--- src/rtl/sd_cmd_pkg.sv ---
// sd_cmd_pkg: shared encodings, FSM states and frame constants for the SD CMD PHY (GAP state only with CMD_NCC_GAP_EN)
package sd_cmd_pkg;
  typedef enum logic [1:0] {
    RESP_NONE = 2'b00,
    RESP_136  = 2'b01,
    RESP_48   = 2'b10,
    RESP_48B  = 2'b11
  } resp_t;
  typedef enum logic [2:0] {
    IDLE,
    SEND,
    WAIT_RESP,
    RECV,
    FINISH
`ifdef CMD_NCC_GAP_EN
    , GAP
`endif
  } state_t;
  typedef struct packed {
    logic timeout;
    logic crc;
    logic end_bit;
    logic index;
  } err_t;
  localparam logic [6:0] CRC7_POLY = 7'h09;
  localparam int FRAME_48  = 48;
  localparam int FRAME_136 = 136;
endpackage

--- src/rtl/sd_cmd_phy_if.sv ---
// sd_cmd_phy_if: sequencer-side command request and result bundle
interface sd_cmd_phy_if;
  logic         start;
  logic [5:0]   cmd_index;
  logic [31:0]  cmd_argument;
  logic [1:0]   resp_type;
  logic         crc_check_en;
  logic         index_check_en;
  logic         busy;
  logic         done;
  logic [127:0] response;
  logic         timeout_err;
  logic         crc_err;
  logic         end_bit_err;
  logic         index_err;
  modport master (
    output start, cmd_index, cmd_argument, resp_type, crc_check_en, index_check_en,
    input  busy, done, response, timeout_err, crc_err, end_bit_err, index_err
  );
  modport slave (
    input  start, cmd_index, cmd_argument, resp_type, crc_check_en, index_check_en,
    output busy, done, response, timeout_err, crc_err, end_bit_err, index_err
  );
endinterface

--- src/rtl/sd_crc7.sv ---
// sd_crc7: serial CRC7 (x^7+x^3+1, zero seed) with synchronous clear
module sd_crc7
  import sd_cmd_pkg::*;
(
  input  logic       clock,
  input  logic       reset,
  input  logic       clr,
  input  logic       en,
  input  logic       d,
  output logic [6:0] crc
);
  logic [6:0] crc_d, crc_q;
  // clear wins over shift; feedback is incoming bit xor current MSB
  always_comb crc_d = clr ? 7'h00 : en ? ({crc_q[5:0], 1'b0} ^ ({7{d ^ crc_q[6]}} & CRC7_POLY)) : crc_q;
  // CRC register
  always_ff @(posedge clock) crc_q <= !reset ? 7'h00 : crc_d;
  assign crc = crc_q;
endmodule

--- src/rtl/sd_cmd_phy.sv ---
// sd_cmd_phy: SD CMD line serialiser/receiver with response checks (CMD_NCC_GAP_EN adds a post-transaction idle gap)
module sd_cmd_phy
  import sd_cmd_pkg::*;
#(
  parameter int TIMEOUT_TICKS = 64,
  parameter int NCC_TICKS     = 8
) (
  input  logic         clock,
  input  logic         reset,
  input  logic         sd_clk_en,
  input  logic         cmd_pin_in,
  output logic         cmd_pin_out,
  output logic         cmd_pin_oe,
  sd_cmd_phy_if.slave  bus
);
  localparam int CMAX0 = TIMEOUT_TICKS > NCC_TICKS ? TIMEOUT_TICKS : NCC_TICKS;
  localparam int CMAX  = CMAX0 > FRAME_136 ? CMAX0 : FRAME_136;
  localparam int CW    = $clog2(CMAX + 1);
  typedef logic [CW-1:0] cnt_t;
  localparam cnt_t TOUT        = cnt_t'(TIMEOUT_TICKS);
  localparam cnt_t TX_CRC      = cnt_t'(FRAME_48 - 8);
  localparam cnt_t TX_CRC_TOP  = cnt_t'(FRAME_48 - 2);
  localparam cnt_t LAST48      = cnt_t'(FRAME_48 - 1);
  localparam cnt_t LAST136     = cnt_t'(FRAME_136 - 1);
  localparam cnt_t LONG_SKIP   = cnt_t'(8);
  localparam cnt_t LONG_CRC_END = cnt_t'(FRAME_136 - 8);
`ifdef CMD_NCC_GAP_EN
  localparam cnt_t NCC = cnt_t'(NCC_TICKS);
`endif
  state_t         state_d, state_q;
  cnt_t           cnt_d, cnt_q;
  logic [39:0]    tx_d, tx_q;
  logic [126:0]   rx_d, rx_q;
  logic [5:0]     index_d, index_q;
  resp_t          resp_d, resp_q;
  logic           crc_en_d, crc_en_q, idx_en_d, idx_en_q;
  logic           pin_out_d, pin_out_q, pin_oe_d, pin_oe_q;
  logic [127:0]   response_d, response_q;
  err_t           err_d, err_q;
  logic           accept, tx_crc_en, rx_crc_en, long_resp;
  logic [6:0]     tx_crc, rx_crc;
  sd_crc7 u_tx_crc (.clock(clock), .reset(reset), .clr(accept), .en(tx_crc_en), .d(tx_q[39]), .crc(tx_crc));
  sd_crc7 u_rx_crc (.clock(clock), .reset(reset), .clr(accept), .en(rx_crc_en), .d(cmd_pin_in), .crc(rx_crc));
  assign long_resp = resp_q == RESP_136;
  // next-state, pin drive, receive shifting and end-of-frame checks
  always_comb begin
    state_d    = state_q;
    cnt_d      = cnt_q;
    tx_d       = tx_q;
    rx_d       = rx_q;
    index_d    = index_q;
    resp_d     = resp_q;
    crc_en_d   = crc_en_q;
    idx_en_d   = idx_en_q;
    response_d = response_q;
    err_d      = err_q;
    pin_out_d  = sd_clk_en ? 1'b1 : pin_out_q;
    pin_oe_d   = sd_clk_en ? 1'b0 : pin_oe_q;
    accept     = 1'b0;
    tx_crc_en  = 1'b0;
    rx_crc_en  = 1'b0;
    case (state_q)
      IDLE: if (bus.start) begin
        accept     = 1'b1;
        state_d    = SEND;
        cnt_d      = '0;
        tx_d       = {2'b01, bus.cmd_index, bus.cmd_argument};
        rx_d       = '0;
        index_d    = bus.cmd_index;
        resp_d     = resp_t'(bus.resp_type);
        crc_en_d   = bus.crc_check_en;
        idx_en_d   = bus.index_check_en;
        response_d = '0;
        err_d      = '0;
      end
      SEND: if (sd_clk_en) begin
        pin_oe_d  = 1'b1;
        pin_out_d = cnt_q < TX_CRC ? tx_q[39] : cnt_q < LAST48 ? tx_crc[3'(TX_CRC_TOP - cnt_q)] : 1'b1;
        tx_crc_en = cnt_q < TX_CRC;
        tx_d      = {tx_q[38:0], 1'b0};
        cnt_d     = cnt_q + cnt_t'(1);
        if (cnt_q == LAST48) begin
          cnt_d   = '0;
          state_d = resp_q == RESP_NONE ? FINISH : WAIT_RESP;
        end
      end
      WAIT_RESP: if (sd_clk_en) begin
        if (!cmd_pin_in) begin
          state_d   = RECV;
          cnt_d     = cnt_t'(1);
          rx_d      = {rx_q[125:0], cmd_pin_in};
          rx_crc_en = !long_resp;
        end else begin
          cnt_d = cnt_q + cnt_t'(1);
          if (cnt_d == TOUT) begin
            err_d.timeout = 1'b1;
            state_d       = FINISH;
          end
        end
      end
      RECV: if (sd_clk_en) begin
        rx_d      = {rx_q[125:0], cmd_pin_in};
        cnt_d     = cnt_q + cnt_t'(1);
        rx_crc_en = long_resp ? (cnt_q >= LONG_SKIP && cnt_q < LONG_CRC_END) : cnt_q < TX_CRC;
        if (cnt_q == (long_resp ? LAST136 : LAST48)) begin
          state_d       = FINISH;
          err_d.end_bit = !cmd_pin_in;
          err_d.crc     = crc_en_q && rx_crc != rx_q[6:0];
          err_d.index   = idx_en_q && !long_resp && rx_q[44:39] != index_q;
          response_d    = long_resp ? {8'h00, rx_q[126:7]} : {96'h0, rx_q[38:7]};
        end
      end
`ifdef CMD_NCC_GAP_EN
      FINISH: begin
        state_d = GAP;
        cnt_d   = '0;
      end
      GAP: if (sd_clk_en) begin
        cnt_d = cnt_q + cnt_t'(1);
        if (cnt_d == NCC) state_d = IDLE;
      end
`else
      FINISH: state_d = IDLE;
`endif
      default: state_d = IDLE;
    endcase
  end
  // state and datapath registers
  always_ff @(posedge clock)
    if (!reset) begin
      state_q    <= IDLE;
      cnt_q      <= '0;
      tx_q       <= '0;
      rx_q       <= '0;
      index_q    <= '0;
      resp_q     <= RESP_NONE;
      crc_en_q   <= 1'b0;
      idx_en_q   <= 1'b0;
      pin_out_q  <= 1'b1;
      pin_oe_q   <= 1'b0;
      response_q <= '0;
      err_q      <= '0;
    end else begin
      state_q    <= state_d;
      cnt_q      <= cnt_d;
      tx_q       <= tx_d;
      rx_q       <= rx_d;
      index_q    <= index_d;
      resp_q     <= resp_d;
      crc_en_q   <= crc_en_d;
      idx_en_q   <= idx_en_d;
      pin_out_q  <= pin_out_d;
      pin_oe_q   <= pin_oe_d;
      response_q <= response_d;
      err_q      <= err_d;
    end
  assign cmd_pin_out     = pin_out_q;
  assign cmd_pin_oe      = pin_oe_q;
  assign bus.busy        = !(state_q inside {IDLE, FINISH});
  assign bus.done        = state_q == FINISH;
  assign bus.response    = response_q;
  assign bus.timeout_err = err_q.timeout;
  assign bus.crc_err     = err_q.crc;
  assign bus.end_bit_err = err_q.end_bit;
  assign bus.index_err   = err_q.index;
endmodule

--- src/flat_wrapper.sv ---
// flat-port wrapper written by rule: the top's interface ports become plain ports
module sd_cmd_phy_flat import sd_cmd_pkg::*;
#(
  parameter int TIMEOUT_TICKS = 64,
  parameter int NCC_TICKS     = 8
)
  (clock, reset, sd_clk_en, cmd_pin_in, cmd_pin_out, cmd_pin_oe, bus_start, bus_cmd_index, bus_cmd_argument, bus_resp_type, bus_crc_check_en, bus_index_check_en, bus_busy, bus_done, bus_response, bus_timeout_err, bus_crc_err, bus_end_bit_err, bus_index_err);
  sd_cmd_phy_if bus_i ();
  input  logic clock;
  input  logic reset;
  input  logic sd_clk_en;
  input  logic cmd_pin_in;
  output logic cmd_pin_out;
  output logic cmd_pin_oe;
  input wire logic [$bits(bus_i.start)-1:0] bus_start;
  input wire logic [$bits(bus_i.cmd_index)-1:0] bus_cmd_index;
  input wire logic [$bits(bus_i.cmd_argument)-1:0] bus_cmd_argument;
  input wire logic [$bits(bus_i.resp_type)-1:0] bus_resp_type;
  input wire logic [$bits(bus_i.crc_check_en)-1:0] bus_crc_check_en;
  input wire logic [$bits(bus_i.index_check_en)-1:0] bus_index_check_en;
  output wire logic [$bits(bus_i.busy)-1:0] bus_busy;
  output wire logic [$bits(bus_i.done)-1:0] bus_done;
  output wire logic [$bits(bus_i.response)-1:0] bus_response;
  output wire logic [$bits(bus_i.timeout_err)-1:0] bus_timeout_err;
  output wire logic [$bits(bus_i.crc_err)-1:0] bus_crc_err;
  output wire logic [$bits(bus_i.end_bit_err)-1:0] bus_end_bit_err;
  output wire logic [$bits(bus_i.index_err)-1:0] bus_index_err;
  assign bus_i.start = bus_start;
  assign bus_i.cmd_index = bus_cmd_index;
  assign bus_i.cmd_argument = bus_cmd_argument;
  assign bus_i.resp_type = bus_resp_type;
  assign bus_i.crc_check_en = bus_crc_check_en;
  assign bus_i.index_check_en = bus_index_check_en;
  assign bus_busy = bus_i.busy;
  assign bus_done = bus_i.done;
  assign bus_response = bus_i.response;
  assign bus_timeout_err = bus_i.timeout_err;
  assign bus_crc_err = bus_i.crc_err;
  assign bus_end_bit_err = bus_i.end_bit_err;
  assign bus_index_err = bus_i.index_err;
  sd_cmd_phy #(.TIMEOUT_TICKS(TIMEOUT_TICKS), .NCC_TICKS(NCC_TICKS)) u_core (.clock(clock), .reset(reset), .sd_clk_en(sd_clk_en), .cmd_pin_in(cmd_pin_in), .cmd_pin_out(cmd_pin_out), .cmd_pin_oe(cmd_pin_oe), .bus(bus_i));
endmodule
--- config.mk ---
export PLATFORM = sky130hd
export DESIGN_NAME = sd_cmd_phy_flat
export DESIGN_NICKNAME = d
export VERILOG_FILES = /design/src/rtl/sd_cmd_pkg.sv /design/src/rtl/sd_cmd_phy_if.sv /design/src/rtl/sd_crc7.sv /design/src/rtl/sd_cmd_phy.sv /design/src/flat_wrapper.sv
export SDC_FILE = /design/constraint.sdc
export NUM_CORES = 1
export LEC_CHECK = 0
export CELL_PAD_IN_SITES_DETAIL_PLACEMENT = 0
export CELL_PAD_IN_SITES_GLOBAL_PLACEMENT = 1
export CORE_MARGIN = 2
export CORE_UTILIZATION = 45
export CTS_BUF_LIST = sky130_fd_sc_hd__clkbuf_4 sky130_fd_sc_hd__clkbuf_8
export CTS_CLUSTER_SIZE = 25
export DETAILED_ROUTE_END_ITERATION = 6
export GPL_TIMING_DRIVEN = 0
export PLACE_DENSITY_LB_ADDON = 0.08
export SYNTH_ARGS = -nofsm -noshare
export SYNTH_HDL_FRONTEND = slang
export SYNTH_HIERARCHICAL = 1
export SYNTH_SLANG_ARGS = --single-unit
--- constraint.sdc ---
create_clock -name clock -period 5.4 [get_ports clock]
set_clock_uncertainty 0.2 [all_clocks]
set_input_delay 1.62 -clock clock [delete_from_list [all_inputs] [get_ports clock]]
set_output_delay 1.62 -clock clock [all_outputs]
set_load 0.1 [all_outputs]
# Word-level counts from Yosys, hierarchy flattened
# Index checks and enable logic that the tools add are counted.
dict set report word_totals {
  rom_bits 0
  out_inout_bits 136
  mem_bits_rw 0
  register_bits 336
  in_bits 47
  n_memories 0
  latchBits 0
}
dict set report op_classes {
  bitwise 5
  reduce_logical 23
  magnitude_cmp 5
  muxes 58
  mul 0
  div 0
  n_eq_ne 20
  shifts 0
  add_sub_neg 2
}
# operator n
set ops {}
lappend ops {{$mux W127} 4}
lappend ops {{$mux W128} 3}
lappend ops {{$pmux W127 S3} 1}
lappend ops {{$pmux W128 S2} 1}
lappend ops {{$mux W120} 1}
lappend ops {{$mux W40} 2}
lappend ops {{$pmux W40 S2} 1}
lappend ops {{$mux W8} 7}
lappend ops {{$mux W3} 11}
lappend ops {{$pmux W8 S4} 1}
lappend ops {{$mux W1} 20}
lappend ops {{$lt A8 B6 Y1 const B} 2}
lappend ops {{$reduce_and A5 Y1} 3}
lappend ops {{$xor A7 B4 Y7} 2}
lappend ops {{$ne A2 B2 Y1 const B} 6}
lappend ops {{$pmux W3 S4} 1}
lappend ops {{$add A8 B1 Y8 const B} 1}
lappend ops {{$eq A8 B6 Y1 const B} 1}
lappend ops {{$eq A8 B7 Y1 const B} 1}
lappend ops {{$eq A8 B8 Y1} 1}
lappend ops {{$ge A8 B4 Y1 const B} 1}
lappend ops {{$lt A8 B8 Y1 const B} 1}
lappend ops {{$reduce_bool A2 Y1} 4}
lappend ops {{$ne A7 B7 Y1} 1}
lappend ops {{other kinds (26)} 36}

# Longest topological paths before layout
dict set report depth {
  ltp_word 7
  depth_mapped 10
  depth_no_buf 7
}

# Hierarchy
# Netlist, hierarchy kept.
# mod n_inst seq_area_each_um2 cells_each area_each_um2
set modules_own_cells {}
lappend modules_own_cells {sd_cmd_phy 1 6286.0 1510 12306.8}
lappend modules_own_cells {sd_crc7 2 140.1 28 286.5}

# Least setup slack after synthesis
# Ideal clock, no wire load.
dict set report synth_path {
  path_kind {reg2out}
  from {reg u_core.state_q[1]}
  to {out bus_done}
  arrival_ns 2.404
  stages_incl_launch_ff 4
  setup_slack_ns 1.176
  path_buffers 1
  t_required_ns 3.580
  path_cell_list {dfxtp_1 -> clkbuf_1 -> or2_2 -> nor2_1}
}
dict set report synth_between {
  elab_chain_cells 1
}
# element line
set synth_lines {}
lappend synth_lines {{start, declared} sd_cmd_phy.sv:30} ;# state_t state_d, state_q;
lappend synth_lines {{start signal, assigned} sd_cmd_phy.sv:144} ;# state_q <= state_d;
lappend synth_lines {{$eq A3 B3 Y1} sd_cmd_phy.sv:160} ;# assign bus.done = state_q == FINISH;
lappend synth_lines {{end, declared} flat_wrapper.sv:22} ;# output wire logic [$bits(bus_i.done)-1:0] bus_done;
# Every way passes these cells.

# Worst setup path after layout
dict set report layout_path {
  from {reg u_core.state_q[0]}
  to {out bus_done}
}
# Same word-level chain as after synthesis.

==> metrics.yaml <==
mappedNetlistArea_um2: 12880
cp_max_fo: 10
syn_avg_cell_area_um2: 8.225
max_freq_mhz: 215.5
postCtsSetupRepairBufs: 0
grt_max_degree: 15
design_area_um2: 16330
cts_sinks: 328
antenna_found_initial: 0
path_class: "reg2out"
cellPowerDensity_nw_per_um2: 398.3
place_ws_ns: 0.4398
synth_top_area_share: 0.5098
drt-pass1-iter-count: 5
diodes: 0
rows: 61
first_global_vias: 10909
synth_edf_count: 0
p_leak_nw: 5.984
coreArea_um2: 28010
crit_path_max_incr_delay_ns: 1.13
worstSkewPairLatency_ns: 0.59
syn_inst: 1566
critPathLaunchType: "register"
dp_hpwl_um: 24520
setup_ws_ns: 0.7597
drt_wl_total_um: 35260
antenna_left: 0
drive_above_1_share: 0.08130
cap_violations: 0
numCtsBuffers: 55
cts_root_buf: "clkbuf_8"
start_util: 0.4598
worstPathCellList: "clkbuf_1 -> or2_2 -> nor2_1 -> clkdlybuf4s50_1"
syn2layout_area_growth_pct: 26.82
slew_violations: 0
drc: 0
clock_path_buffers: 3
min_to: "u_core/bus.response[10]"
seq_area_frac_synth: 0.5098
grt_usage: 0.2302
hold_depth: 2
die_x_um: 173.2
drt-initial-drc-count: 918
die_y_um: 173.2
dieArea_um2: 29990
r2r-end: "u_core/u_rx_crc/crc[3]"
numPortBuffers: 173
hold_path_startpoint: "u_core/bus.response[10]"
r2r_start: "u_core/state_q[1]"
overflow: 0
synth_cell_types: 54
outcome: "finished clean"
async_flop_share: 0
synth_top_area_cell: "dfxtp_1"
grt_pass1_wl_um: 57210
wl_per_cell_um: 15.86
viasPerCell: 5.274
hold_buffers: 0
synth.most_common_cell: "nand3_1"
synth_commonest_cells: "nand3_1 (342), dfxtp_1 (328), nand2_1 (296)"
synth_area_leaders: "dfxtp_1 (51%), nand3_1 (13%), nand2_1 (8.6%)"
end_kind: "output port"
ys_ff_latch: 328
min_period_ns: 4.640
hp-class: "reg2reg"
crit_slowest_cell: "clkdlybuf4s50_1"
crit_required_ns: 3.58
rsz0062_at_grt: "no"
place_area_um2: 15110
n_fill_cell: 2673
synth-main-ff-cell: "dfxtp_1"
slew-limit-headroom: 0.2342
peakVddDrop_v: 0.0002518
finalHoldViolCount: 0
cp.arrival_ns: 2.82
htreeDepth: 2
ys_warn_count: 6
place_congestion: 0.8203
setup_viol: 0
r2r_slack_ns: 1.97
fin_setup_tns_ns: 0
num_vias: 11723
clk_pin_slew_ns: 0.06
cts_resized: 0
cts_tree: "done"
min_period_over_period: 0.8593
r2r_cells: 9
ioPinCount: 183
tightest_slew_ns: 1.144
nNetsFinal: 1852
## cells by family (layout without fill, tap and decap cells)
kind of cell	Yosys count	count (layout)	share of synthesized area
simple gates	743	743	0.2611
flops	328	328	0.5098
compound gates	260	260	0.1180
buf+inv	162	434	0.05518
mux	52	52	0.04138
xor+xnor	18	18	0.01224
fa+ha+maj	2	2	0.001943
other cells	1	8	0.0002912
## per-layer routing
metal / global-route usage / share of wire
met1: 0.3167 / 0.47
met2: 0.3672 / 0.45
met3: 0.04661 / 0.062
met4: 0.06532 / 0.018
met5: 0 / 0
## cells in the final DEF, fill, tap and decap left out, types with 3 or more instances in the layout
master,count
o21ai_1,4
xnor2_1,9
inv_1,8
nor4_1,3
clkbuf_1,97
clkdlybuf4s50_1,173
clkbuf_8,73
a211oi_1,41
clkbuf_4,23
xor2_1,9
nor3_1,5
a211o_1,5
buf_4,17
and3_1,3
nor2_1,61
o21ai_0,6
dfxtp_1,328
mux2i_1,51
nand3_1,342
conb_1,8
buf_1,13
buf_2,25
a21oi_1,183
nand4_1,3
nor3b_1,5
nand2b_1,7
nand2_1,296
nor2b_1,3
a31oi_1,6
## power breakdown
group	total, mW	internal [mW]	switching (mW)	leakage, nW
Sequential	2.62	2.54	0.0720	2.65
Combinational	1.51	0.433	1.08	2.68
Clock	2.38	1.40	0.975	0.649
Total	6.51	4.38	2.12	5.98
## critical path: cells and delay by family (launching register included)
family                 cells  cell delay, ns
buffers and inverters      2            1.40
AND/OR/NAND/NOR            2            0.45
flip-flops                 1            0.38
## sequential cells by signal (all words and copies together) (netlist names), named ones only
register / count
u_core/u_rx_crc/crc: 7
u_core/crc_en_q: 1
u_core/resp_q: 2
u_core/bus.end_bit_err: 1
u_core/index_q: 6
u_core/bus.crc_err: 1
u_core/bus.timeout_err: 1
u_core/state_q: 3
u_core/u_tx_crc/crc: 7
u_core/tx_q: 40
u_core/rx_q: 127
u_core/cnt_q: 8
u_core/bus.index_err: 1
u_core/bus.response: 120
u_core/idx_en_q: 1
## worst max-delay path by stage
stage                           start         endpoint  slack, ns  depth (start not counted)
floorplan           u_core/state_q[1]         bus_done       1.18                          3
global placement                reset         register       0.52                          7
detailed placement              reset  u_core/rx_q[92]       0.44                          7
CTS                 u_core/state_q[0]         bus_done       0.72                          4
global route        u_core/state_q[0]         bus_done       0.65                          4
finish              u_core/state_q[0]         bus_done       0.76                          4
## layout make-up
| class | count | area (um^2) | area share |
|---|---|---|---|
| flip-flops and latches | 328 | 6566 | 0.4020 |
| repair buffers | 173 | 1732 | 0.1060 |
| multi-input cells | 1083 | 5629 | 0.3446 |
| clock inverters | 3 | 46.29 | 0.002834 |
| plain buffers | 153 | 676.9 | 0.04144 |
| well taps | 378 | 473.0 | 0.02895 |
| clock buffers | 96 | 1177 | 0.07208 |
| inverters | 9 | 33.78 | 0.002068 |
## per-stage QoR
stage	util	hold WS [ns]	instances	power, mW
2_1_floorplan	-	0.2304	1573	3.745
3_3_place_gp	0.5395	0.2385	2124	4.154
3_5_place_dp	0.5395	0.2438	2124	4.170
4_1_cts	0.5832	0.2532	2223	6.564
5_1_grt	0.5832	0.2653	2223	6.835
6_report	0.5832	0.2503	2223	6.505
Note: power is estimated with default switching activity, not from simulation.
